### src/rtl/seq_det_pkg.sv
// Shared definitions for the serial pattern detector and its match logger.
// Holds default widths/depth and the detector's state encodings.
package seq_det_pkg;

    localparam int unsigned IDX_W_DEF = 16;
    localparam int unsigned CNT_W_DEF = 16;
    localparam int unsigned DEPTH_DEF = 8;

    // Detector FSM encodings, kept here so both blocks agree on them.
    typedef enum logic [1:0] {
        StIdle   = 2'd0,
        StState1 = 2'd1,
        StState2 = 2'd2,
        StState3 = 2'd3
    } det_state_e;

endpackage

### src/rtl/sync_fifo.sv
// Pointer-based synchronous FIFO, DEPTH x WIDTH, no combinational bypass.
// Ports:
//   clk, reset       clock and synchronous active-high reset
//   push, wdata      write request and data (accepted if not full, or full with pop)
//   pop              read request (ignored when empty)
//   rdata            head entry
//   full, empty      status flags
//   level            entries currently held
module sync_fifo
    import seq_det_pkg::*;
#(
    parameter int unsigned DEPTH = DEPTH_DEF,
    parameter int unsigned WIDTH = IDX_W_DEF,
    localparam int unsigned AW   = $clog2(DEPTH)
) (
    input  logic             clk,
    input  logic             reset,
    input  logic             push,
    input  logic             pop,
    input  logic [WIDTH-1:0] wdata,
    output logic [WIDTH-1:0] rdata,
    output logic             full,
    output logic             empty,
    output logic [AW:0]      level
);

    logic [WIDTH-1:0] mem_q [DEPTH];
    // Extra MSB on each pointer distinguishes full from empty.
    logic [AW:0]      wr_ptr_q;
    logic [AW:0]      rd_ptr_q;
    logic             do_push;
    logic             do_pop;

    assign empty   = (wr_ptr_q == rd_ptr_q);
    assign full    = (wr_ptr_q[AW] != rd_ptr_q[AW]) &&
                     (wr_ptr_q[AW-1:0] == rd_ptr_q[AW-1:0]);
    assign do_pop  = pop & ~empty;
    // A pop frees the head slot this cycle, so a push into a full FIFO is allowed.
    assign do_push = push & (~full | do_pop);
    assign level   = wr_ptr_q - rd_ptr_q;
    assign rdata   = mem_q[rd_ptr_q[AW-1:0]];

    always_ff @(posedge clk) begin
        if (reset) begin
            wr_ptr_q <= '0;
            rd_ptr_q <= '0;
        end else begin
            if (do_push) wr_ptr_q <= wr_ptr_q + (AW + 1)'(1);
            if (do_pop)  rd_ptr_q <= rd_ptr_q + (AW + 1)'(1);
        end
    end

    always_ff @(posedge clk) begin
        if (do_push) mem_q[wr_ptr_q[AW-1:0]] <= wdata;
    end

endmodule

### src/rtl/seq_match_logger.sv
// Match logger for the serial pattern detector: timestamps each match with the
// bit index at which it completed, buffers stamps in a FIFO drained by a
// valid/ready consumer, and keeps saturating match/drop statistics.
// Ports:
//   clk, reset        clock and synchronous active-high reset
//   en                bit-valid qualifier; bit index advances when high
//   det_in            detector match flag (counted only with en)
//   clear_stats       clears match_count, drop_count, overflow
//   m_valid, m_ready  FIFO head handshake
//   m_index           oldest unread stamp
//   fifo_level        entries held
//   match_count       saturating count of matches
//   drop_count        saturating count of matches lost to a full FIFO
//   overflow          sticky drop flag
module seq_match_logger
    import seq_det_pkg::*;
#(
    parameter int unsigned IDX_W = IDX_W_DEF,
    parameter int unsigned CNT_W = CNT_W_DEF,
    parameter int unsigned DEPTH = DEPTH_DEF
) (
    input  logic                   clk,
    input  logic                   reset,
    input  logic                   en,
    input  logic                   det_in,
    input  logic                   clear_stats,
    output logic                   m_valid,
    input  logic                   m_ready,
    output logic [IDX_W-1:0]       m_index,
    output logic [$clog2(DEPTH):0] fifo_level,
    output logic [CNT_W-1:0]       match_count,
    output logic [CNT_W-1:0]       drop_count,
    output logic                   overflow
);

    logic [IDX_W-1:0] idx_q;
    logic [CNT_W-1:0] match_count_q, match_count_d;
    logic [CNT_W-1:0] drop_count_q, drop_count_d;
    logic             overflow_q, overflow_d;
    logic             match;
    logic             pop;
    logic             drop;
    logic             full;
    logic             empty;

    assign match   = det_in & en;
    assign m_valid = ~empty;
    assign pop     = m_valid & m_ready;
    assign drop    = match & full & ~pop;

    // The FIFO itself refuses the push when full without a pop.
    sync_fifo #(
        .DEPTH(DEPTH),
        .WIDTH(IDX_W)
    ) u_fifo (
        .clk   (clk),
        .reset (reset),
        .push  (match),
        .pop   (pop),
        .wdata (idx_q),
        .rdata (m_index),
        .full  (full),
        .empty (empty),
        .level (fifo_level)
    );

    // Clear takes priority over a coincident match; the FIFO is unaffected by clear.
    always_comb begin
        match_count_d = match_count_q;
        drop_count_d  = drop_count_q;
        overflow_d    = overflow_q;
        if (clear_stats) begin
            match_count_d = '0;
            drop_count_d  = '0;
            overflow_d    = 1'b0;
        end else if (match) begin
            if (match_count_q != '1) match_count_d = match_count_q + CNT_W'(1);
            if (drop) begin
                if (drop_count_q != '1) drop_count_d = drop_count_q + CNT_W'(1);
                overflow_d = 1'b1;
            end
        end
    end

    always_ff @(posedge clk) begin
        if (reset) begin
            idx_q         <= '0;
            match_count_q <= '0;
            drop_count_q  <= '0;
            overflow_q    <= 1'b0;
        end else begin
            if (en) idx_q <= idx_q + IDX_W'(1);
            match_count_q <= match_count_d;
            drop_count_q  <= drop_count_d;
            overflow_q    <= overflow_d;
        end
    end

    assign match_count = match_count_q;
    assign drop_count  = drop_count_q;
    assign overflow    = overflow_q;

endmodule

### config.mk
export PLATFORM = sky130hd
export DESIGN_NAME = seq_match_logger
export DESIGN_NICKNAME = d
export VERILOG_FILES = /design/src/rtl/seq_det_pkg.sv /design/src/rtl/sync_fifo.sv /design/src/rtl/seq_match_logger.sv
export SDC_FILE = /design/constraint.sdc
export NUM_CORES = 1
export LEC_CHECK = 0
export ABC_AREA = 1
export CORE_ASPECT_RATIO = 0.75
export CORE_UTILIZATION = 35
export DETAILED_ROUTE_END_ITERATION = 8
export PLACE_DENSITY = 0.51
export REMOVE_ABC_BUFFERS = 1
export SKIP_LAST_GASP = 1
export SLEW_MARGIN = 10
export SYNTH_ARGS = -nofsm -noshare
export SYNTH_HDL_FRONTEND = slang
export SYNTH_SLANG_ARGS = --single-unit
### constraint.sdc
create_clock -name clk -period 5.2 [get_ports clk]
set_input_delay 1.04 -clock clk [delete_from_list [all_inputs] [get_ports clk]]
set_output_delay 1.04 -clock clk [all_outputs]
set_load 0.005 [all_outputs]
Word-level counts from Yosys, hierarchy flattened
Memory sizes are Yosys's and may differ from the RTL's. A register that Yosys moved wholly into a read port is not among the register bits.
Index checks and enable logic that the tools add are counted.
W data, S select, Z words.

operators by class
  add/subtract/negate cells = 6
  eq/ne operators = 5
  muxes and demuxes = 4
  bitwise logic cells = 10
  reductions and logical operators = 5

operators with widths
  operator                 count
  $add A16 B1 Y16 const B  3
  $ne A16 B16 Y1 const B   2
  $add A4 B1 Y4 const B    2
  $and A1 B1 Y1            6
  $mux W3                  2
  $eq A4 B4 Y1             1
  $reduce_and A2 Y1        2
  $sub A4 B4 Y4            1
  $eq A3 B3 Y1             1
  $not A1 Y1               3
  $reduce_and A3 Y1        1
  $mux W1                  2
  $reduce_or A2 Y1         1
  $logic_and A1 B1 Y1      1
  $ne A1 B1 Y1             1
  $or A1 B1 Y1             1

storage, ports and cells
  bits in registers = 57
  bits in writable memories = 128
  bits of input ports = 6
  output and inout bits = 54
  memories kept = 1

memories
  memory        depth  width  read ports  clocked after Yosys merged registers in  wr ports  RTL line         text
  u_fifo.mem_q  8      16     1           1                                        1         sync_fifo.sv:27  logic [WIDTH-1:0] mem_q [DEPTH];

Depth between registers and ports, before layout
Gate-level depths: netlist (run 1).

  depth in word-level cells = 8
  depth in mapped cells = 10
  depth with buffers taken out = 10

Hierarchy
Synthesis (run 1) repeated with hierarchy kept, for this count alone.

second synthesis, totals
  cells, all modules = 879
  area, all modules = 8430.6 um^2

modules (own cells, without submodules)
  module            times used  cells each  area an instance (um^2)  sequential area each (um^2)
  sync_fifo         1           459         5675.4                   4063.9
  seq_match_logger  1           420         2755.1                   980.9

Worst setup path before layout (run 1)
No wires, ideal clock.

  kind = in2reg
  start = in det_in
  end = mem u_fifo.mem_q[6][0] (netlist name), enable pin
  library setup time = 0.409 ns
  arrival time = 2.710 ns
  data required time = 4.791 ns
  slack = 2.080 ns
  stages on the path = 6
  path through = nand2_1 inv_2 nand2_1 inv_1 nand2_1 nor3_1

on the way
  word-level cells in the longest chain between the ends = 4

RTL lines
  element                        RTL line                text
  start: declaration             seq_match_logger.sv:25  input logic det_in,
  $and A1 B1 Y1                  seq_match_logger.sv:46  assign match = det_in & en;
  $and A1 B1 Y1                  sync_fifo.sv:39         assign do_push = push & (~full | do_pop);
  $mux W1                        sync_fifo.sv:54         if (do_push) mem_q[wr_ptr_q[AW-1:0]] <= wdata;
  $mux W1 (not written as such)  sync_fifo.sv:54
  end: declaration               sync_fifo.sv:27

Every way passes these cells.

==> reports/qor.txt, run 1 <==
Flops & latches, synth -> 188
Layout cells sized above 1 -> 0.09870
Worst path cell trace -> inv_1 -> buf_4 -> o21ai_0 -> o22ai_1 -> nor2_1 -> a31oi_1 -> clkdlybuf4s50_1
Leak -> 3.318 nW
Fin cells -> 1223
Initial antenna violation count -> 1
Startpoint type of the worst setup path -> register
Clock power frac -> 0.389
NetSw -> 0.9474 mW
Layout Nets -> 924
Area growth syn-to-layout -> 17.80%
Mean cell area of the mapped netlist -> 9.693 um^2
Slew Limit Fails -> 0
CTS Hold Bufs -> 0
CTS tree -> done
Cells after synthesis -> 858
Post-synth EDFFs -> 128
Max_cap viols -> 0
# rows -> 48
Sequential-to-total area share from yosys stat -> 0.6066
Mapped Area -> 0.008317 mm^2
Top FF cell, synth -> edfxtp_1
Top sig layer -> met4
Drt total wl -> 19880 um
Congestion Overflow GR -> 0
CTS Buf Count -> 17
Final setup viols -> 0
Die area -> 0.02439 mm^2
Setup TNS after final layout -> 0 ns
Wire per inst -> 16.26 um
Pwr Total -> 3.394 mW
Port buffer count -> 59
1st-pass router iterations -> 4
Rel. slew slack -> 0.2870
Netlist cell types -> 37
CORE AREA -> 0.02318 mm^2
CP max-delay cell -> inv_1
Pwr Density -> 346.4 mW/mm^2
Top-area cell type share of the netlist area -> 0.4622
Synth top area cells -> edfxtp_1 (46%), dfxtp_1 (14%), nor2_1 (7.7%), nand2_1 (5.5%), o21ai_0 (5.1%)
Count leader, synth -> nor2_1
Post-route minimum period -> 3.949 ns
GRT Total Usage -> 0.1697
CTS Root Cell -> clkbuf_16
Internal power -> 2.447 mW
Clk sinks -> 188
Ports -> 60
Sequential share of power -> 0.477
Crit path arrival time -> 2.91 ns
Fin area -> 0.009797 mm^2
Placed cells -> 1190
Hpwl dp -> 12780 um
Max Root-Sink Buffers -> 2
Wire length on met1 -> 10430 um
Synth Warn # -> 0
Post-synth ARST share -> 0
Largest net degree at the start of global routing -> 65
Worst Tran Pin Value -> 1.068 ns
CP Data Required Time -> 4.16 ns
Vias per inst -> 4.950
Worst Path Max Fanout -> 22
CTS H-tree lvls -> 4
Max incr delay on CP -> 0.65 ns
Remaining antenna violation count after routing -> 0
Skew final -> 0.01308 ns
Vias in the first global route -> 5705
Period utilisation layout -> 0.7595
Logic gate share of total power -> 0.134
Hold Crit Class -> register to register
Total length of routed met3 wires -> 812 um
Die width -> 180.0 um
WS Path Type -> register to output port
Setup Fix Bufs, Post-CTS -> 0
Most frequent cells after synthesis -> nor2_1 (171), edfxtp_1 (128), nand2_1 (122), o21ai_0 (84), dfxtp_1 (60)
Unrepaired setup endpoints after global routing -> false
Worst vdd ir -> 0.0002374 V
Placed cell area -> 0.009178 mm^2
Clock latency on the worst-skew pair -> 0.44 ns
Die Ht -> 135.5 um
Yosys top cell by area -> edfxtp_1
Status -> complete, no violations
Initial Util -> 0.3588
Routed vias -> 6054
F_max -> 253.2 MHz
# resized after CTS -> 0
Critical Path Sink Type -> output port
DRT iter0 DRCs -> 452
Clk pin slew, worst setup/hold paths -> 0.08 ns
Placer Congestion -> 0.8139
DRC errors left -> 0
First-pass GRT wire length -> 31820 um
Fin. Hold Viols -> 0
Switching Share -> 0.2791
Routed wl met2 -> 8489 um
[flip-flops by register name (all words and copies together), names as in the netlist, named ones only]
register         flops
drop_count          16
overflow             1
match_count         16
u_fifo.wr_ptr_q      4
u_fifo.rd_ptr_q      4
u_fifo.mem_q       128
idx_q               16
[layer usage]
layer  global-route usage  up-vias
met2               0.2492      112
met3              0.03790       12
met1               0.2539     2882
met4              0.03592        0
met5                    0        -
li1                     -     3048
[stage by stage]
stage / setup WS (ns) / util / hold WS [ns]
2_1_floorplan: 1.783 / - / 0.4637
5_1_grt: 1.040 / 0.4225 / 0.5315
3_3_place_gp: 1.506 / 0.3959 / 0.4857
4_1_cts: 1.239 / 0.4225 / 0.5071
3_5_place_dp: 1.430 / 0.3959 / 0.4851
6_report: 1.251 / 0.4226 / 0.5036
[cells in the final DEF (no fill, tap or decap), types with 11 or more instances in the layout]
cell type        instances
dfxtp_1                 59
clkdlybuf4s50_1         59
o21ai_0                 84
nand3_1                 30
a21oi_2                 11
a31oi_1                 19
o22ai_1                 16
nor2_1                 165
nand2_1                122
nand2_2                 13
a21oi_1                 35
clkbuf_16               17
edfxtp_1               128
inv_1                   51
[kinds of logic after synthesis]
kind of cell             share of synthesized area
XOR/XNOR                                   0.01790
buffers and inverters                      0.04679
AND/OR/NAND/NOR                             0.1899
AO/OA/AOI/OAI                               0.1244
adder cells (fa/ha/maj)                    0.01444
flip-flops                                  0.6066
[final timing paths]
kind | start | endpoint | slack [ns] | cells after the start
max reg2reg | u_fifo.rd_ptr_q[1]$_SDFFE_PP0P_ | u_fifo.mem_q[4][14]$_DFFE_PP_ | 2.50 | 9
min | overflow$_SDFFE_PP0P_ | overflow$_SDFFE_PP0P_ | 0.50 | 1
max | register | m_index[5] | 1.25 | 7
min reg2reg | overflow$_SDFFE_PP0P_ | overflow$_SDFFE_PP0P_ | 0.50 | 1
[worst max-delay path, delay by kind of cell, from the launching register on]
kind | cells | cell delay (ns)
buf+inv | 3 | 1.52
simple gates | 1 | 0.09
compound gates | 3 | 0.54
flops | 1 | 0.31
[power groups by stage]
stage	clock (mW)	combinational [mW]	sequential, mW
floorplan	0	0.217	1.67
global placement	0	0.464	1.65
detailed placement	0	0.461	1.65
CTS	1.35	0.464	1.62
global route	1.42	0.509	1.62
finish	1.32	0.456	1.62
[final cells by class]
| type | instances | area (um^2) |
|---|---|---|
| Timing Repair Buffer | 65 | 635.6 |
| Tap cell | 300 | 375.4 |
| Fill cell | 2267 | 13390 |
| Antenna cell | 1 | 2.502 |
| Inverter | 58 | 217.7 |
| Clock buffer | 17 | 425.4 |
| Sequential cell | 188 | 5046 |
| Clock inverter | 15 | 191.4 |
| Multi-Input combinational cell | 579 | 2903 |
Power figures use the tool's default switching activity.
==> run 2, diff against run 1 <==
Clock period 5.2 ns to 3.75 ns, I/O delays scaled along.
==> run 2 against run 1 <==
First-iteration DRC count is 12% lower. Critical path depth down 1. Sequential power increased by 40%. Final cell count grew 1.1%. Via count is 1.0% higher. Worst setup slack got worse by 0.99 ns. Worst hold slack got worse by 0.0053 ns. Clock power grew 36%. Power up 38%. Non-clock buffer count rose by 15. Register-to-register slack got worse by 1.1 ns. Die area is the same.
==> reports/qor.txt, run 2 (synthesis gave the netlist of run 1 again) <==
Period utilisation layout -> 0.9300
Port buffer count -> 59 (unchanged)
Setup Fix Bufs, Post-CTS -> 0 (unchanged)
Initial antenna violation count -> 1 (unchanged)
Pwr Density -> 472.4 mW/mm^2 (+36%)
First-pass GRT wire length -> 31510 um (-1.0%)
Initial Util -> 0.3588 (unchanged)
Max Root-Sink Buffers -> 2 (unchanged)
Routed vias -> 6117 (+1.0%)
Drt total wl -> 19280 um (-3.0%)
Ant diodes -> 0 (-1)
Vias in the first global route -> 5759 (+0.95%)
Setup TNS after final layout -> 0 ns (unchanged)
F_max -> 286.7 MHz
Ports -> 60 (unchanged)
Multi-input logic area -> 0.002903 mm^2 (unchanged)
Hpwl dp -> 12710 um (-0.55%)
CP Data Required Time -> 3.00 ns (-1.16 ns)
Status -> complete, no violations
Clk sinks -> 188 (unchanged)
Most frequent cells in the layout -> nor2_1 (165), edfxtp_1 (128), nand2_1 (122)
CTS Root Cell -> clkbuf_16
Pwr Total -> 4.669 mW (+38%)
Layout cells sized above 1 -> 0.1100 (+0.01134)
Post-route minimum period -> 3.488 ns
WS Path Type -> register to output port
Critical Path Sink Type -> output port
Clk pin slew, worst setup/hold paths -> 0.07 ns (about the same)
Wire per inst -> 15.60 um (-4.0%)
Fin. Hold Viols -> 0 (unchanged)
Clock latency on the worst-skew pair -> 0.43 ns (about the same)
Final core occ -> 0.4264 (+0.003778)
Vias per inst -> 4.949 (about the same)
CTS H-tree lvls -> 4 (unchanged)
Area growth syn-to-layout -> 18.85%
CORE AREA -> 0.02318 mm^2 (unchanged)
Die width -> 180.0 um (unchanged)
Largest net degree at the start of global routing -> 37 (-43%)
DRC errors left -> 0 (unchanged)
Leak -> 3.388 nW (+2.1%)
Max reg flops -> 128 (unchanged)
Rel. slew slack -> 0.5206 (+0.2336)
Die Ht -> 135.5 um (unchanged)
Worst Tran Pin Value -> 0.7192 ns (-0.3493 ns)
Commonest non-fill, non-tap cell in the layout -> nor2_1
GRT Total Usage -> 0.1668 (-0.002873)
Placer Congestion -> 0.8008 (-1.6%)
Placed cell area -> 0.009303 mm^2 (+1.4%)
Register Area -> 0.005046 mm^2 (unchanged)
Congestion Overflow GR -> 0 (unchanged)
# resized after CTS -> 0 (unchanged)
Startpoint type of the worst setup path -> register
Fin area -> 0.009884 mm^2 (+0.89%)
Crit path arrival time -> 2.74 ns (-0.17 ns)
Layout Nets -> 939 (+1.6%)
Path depth of the worst reg2reg path -> 10 (+1)
Max_cap viols -> 0 (unchanged)
CTS tree -> done
Skew final -> 0.01349 ns (+0.0004131 ns)
Remaining antenna violation count after routing -> 0 (unchanged)
FILL cells -> 2264 (-0.13%)
Worst vdd ir -> 0.0002995 V (+26%)
Die area -> 0.02439 mm^2 (unchanged)
Final setup viols -> 0 (unchanged)
CTS Hold Bufs -> 0 (unchanged)
Hold Crit Class -> register to register
Unrepaired setup endpoints after global routing -> false
CTS Buf Count -> 17 (unchanged)
Hold Path Depth -> 2 (+1)
1st-pass router iterations -> 5 (+1)
# rows -> 48 (unchanged)
DRT iter0 DRCs -> 396 (-12%)
Worst Path Max Fanout -> 36 (+64%)
Slew Limit Fails -> 0 (unchanged)
run 2: changes by cell type in the layout (fill, tap and decap cells not counted), sizes merged:
cell | before | now
inv | 63 | 64
buf | 6 | 21
diode | 1 | 0
clkbuf | 17 | 18
bufinv | 0 | 2
clkinv | 10 | 5
run 2: per-layer routing:
layer  part of all wire  routed length [um]  track usage  up-vias
li1                   -                   -            -     3070
met3              0.038                 728      0.03522       13
met2               0.44                8428       0.2609      114
met1               0.52                9961       0.2360     2920
met5                  0                   0            0        -
met4             0.0085                 163      0.04071        0
run 2: report_power, final:
part / switching [mW] / total (mW) / internal (mW)
combinational: 0.332 / 0.601 / 0.269
sequential: 0.0440 / 2.27 / 2.22
clock: 0.803 / 1.80 / 0.998
run 2: worst paths after layout:
path / start / end / slack, ns
min reg2reg: u_fifo.rd_ptr_q[3]$_SDFFE_PP0P_ / u_fifo.rd_ptr_q[3]$_SDFFE_PP0P_ / 0.50
min: u_fifo.rd_ptr_q[3]$_SDFFE_PP0P_ / u_fifo.rd_ptr_q[3]$_SDFFE_PP0P_ / 0.50
max: register / m_index[10] / 0.26
max reg2reg: u_fifo.rd_ptr_q[1]$_SDFFE_PP0P_ / u_fifo.mem_q[6][14]$_DFFE_PP_ / 1.43
run 2: critical path, stage by stage (launching register included):
cell	delay [ns]
dfxtp_2	0.80
buf_4	0.42
o21ai_0	0.14
o22ai_1	0.19
nor2_1	0.06
a31oi_1	0.17
clkdlybuf4s50_1	0.53
run 2: cell type report:
type                    instances  area share
repair buffers                 80     0.07696
flip-flops and latches        188      0.5105
multi-input cells             579      0.2937
clock buffers                  18     0.04342
clock inverters                13     0.01544
well taps                     300     0.03797
inverters                      58     0.02203
run 2: stage by stage:
| step | setup WS (ns) | cells | hold slack [ns] |
|---|---|---|---|
| after floorplan | 0.6232 | 825 | 0.4637 |
| after global placement | 0.7029 | 1205 | 0.4811 |
| after detailed placement | 0.6635 | 1205 | 0.4924 |
| after CTS | 0.2068 | 1236 | 0.5025 |
| after global routing | 0.04695 | 1236 | 0.5247 |
| final | 0.2625 | 1236 | 0.4984 |
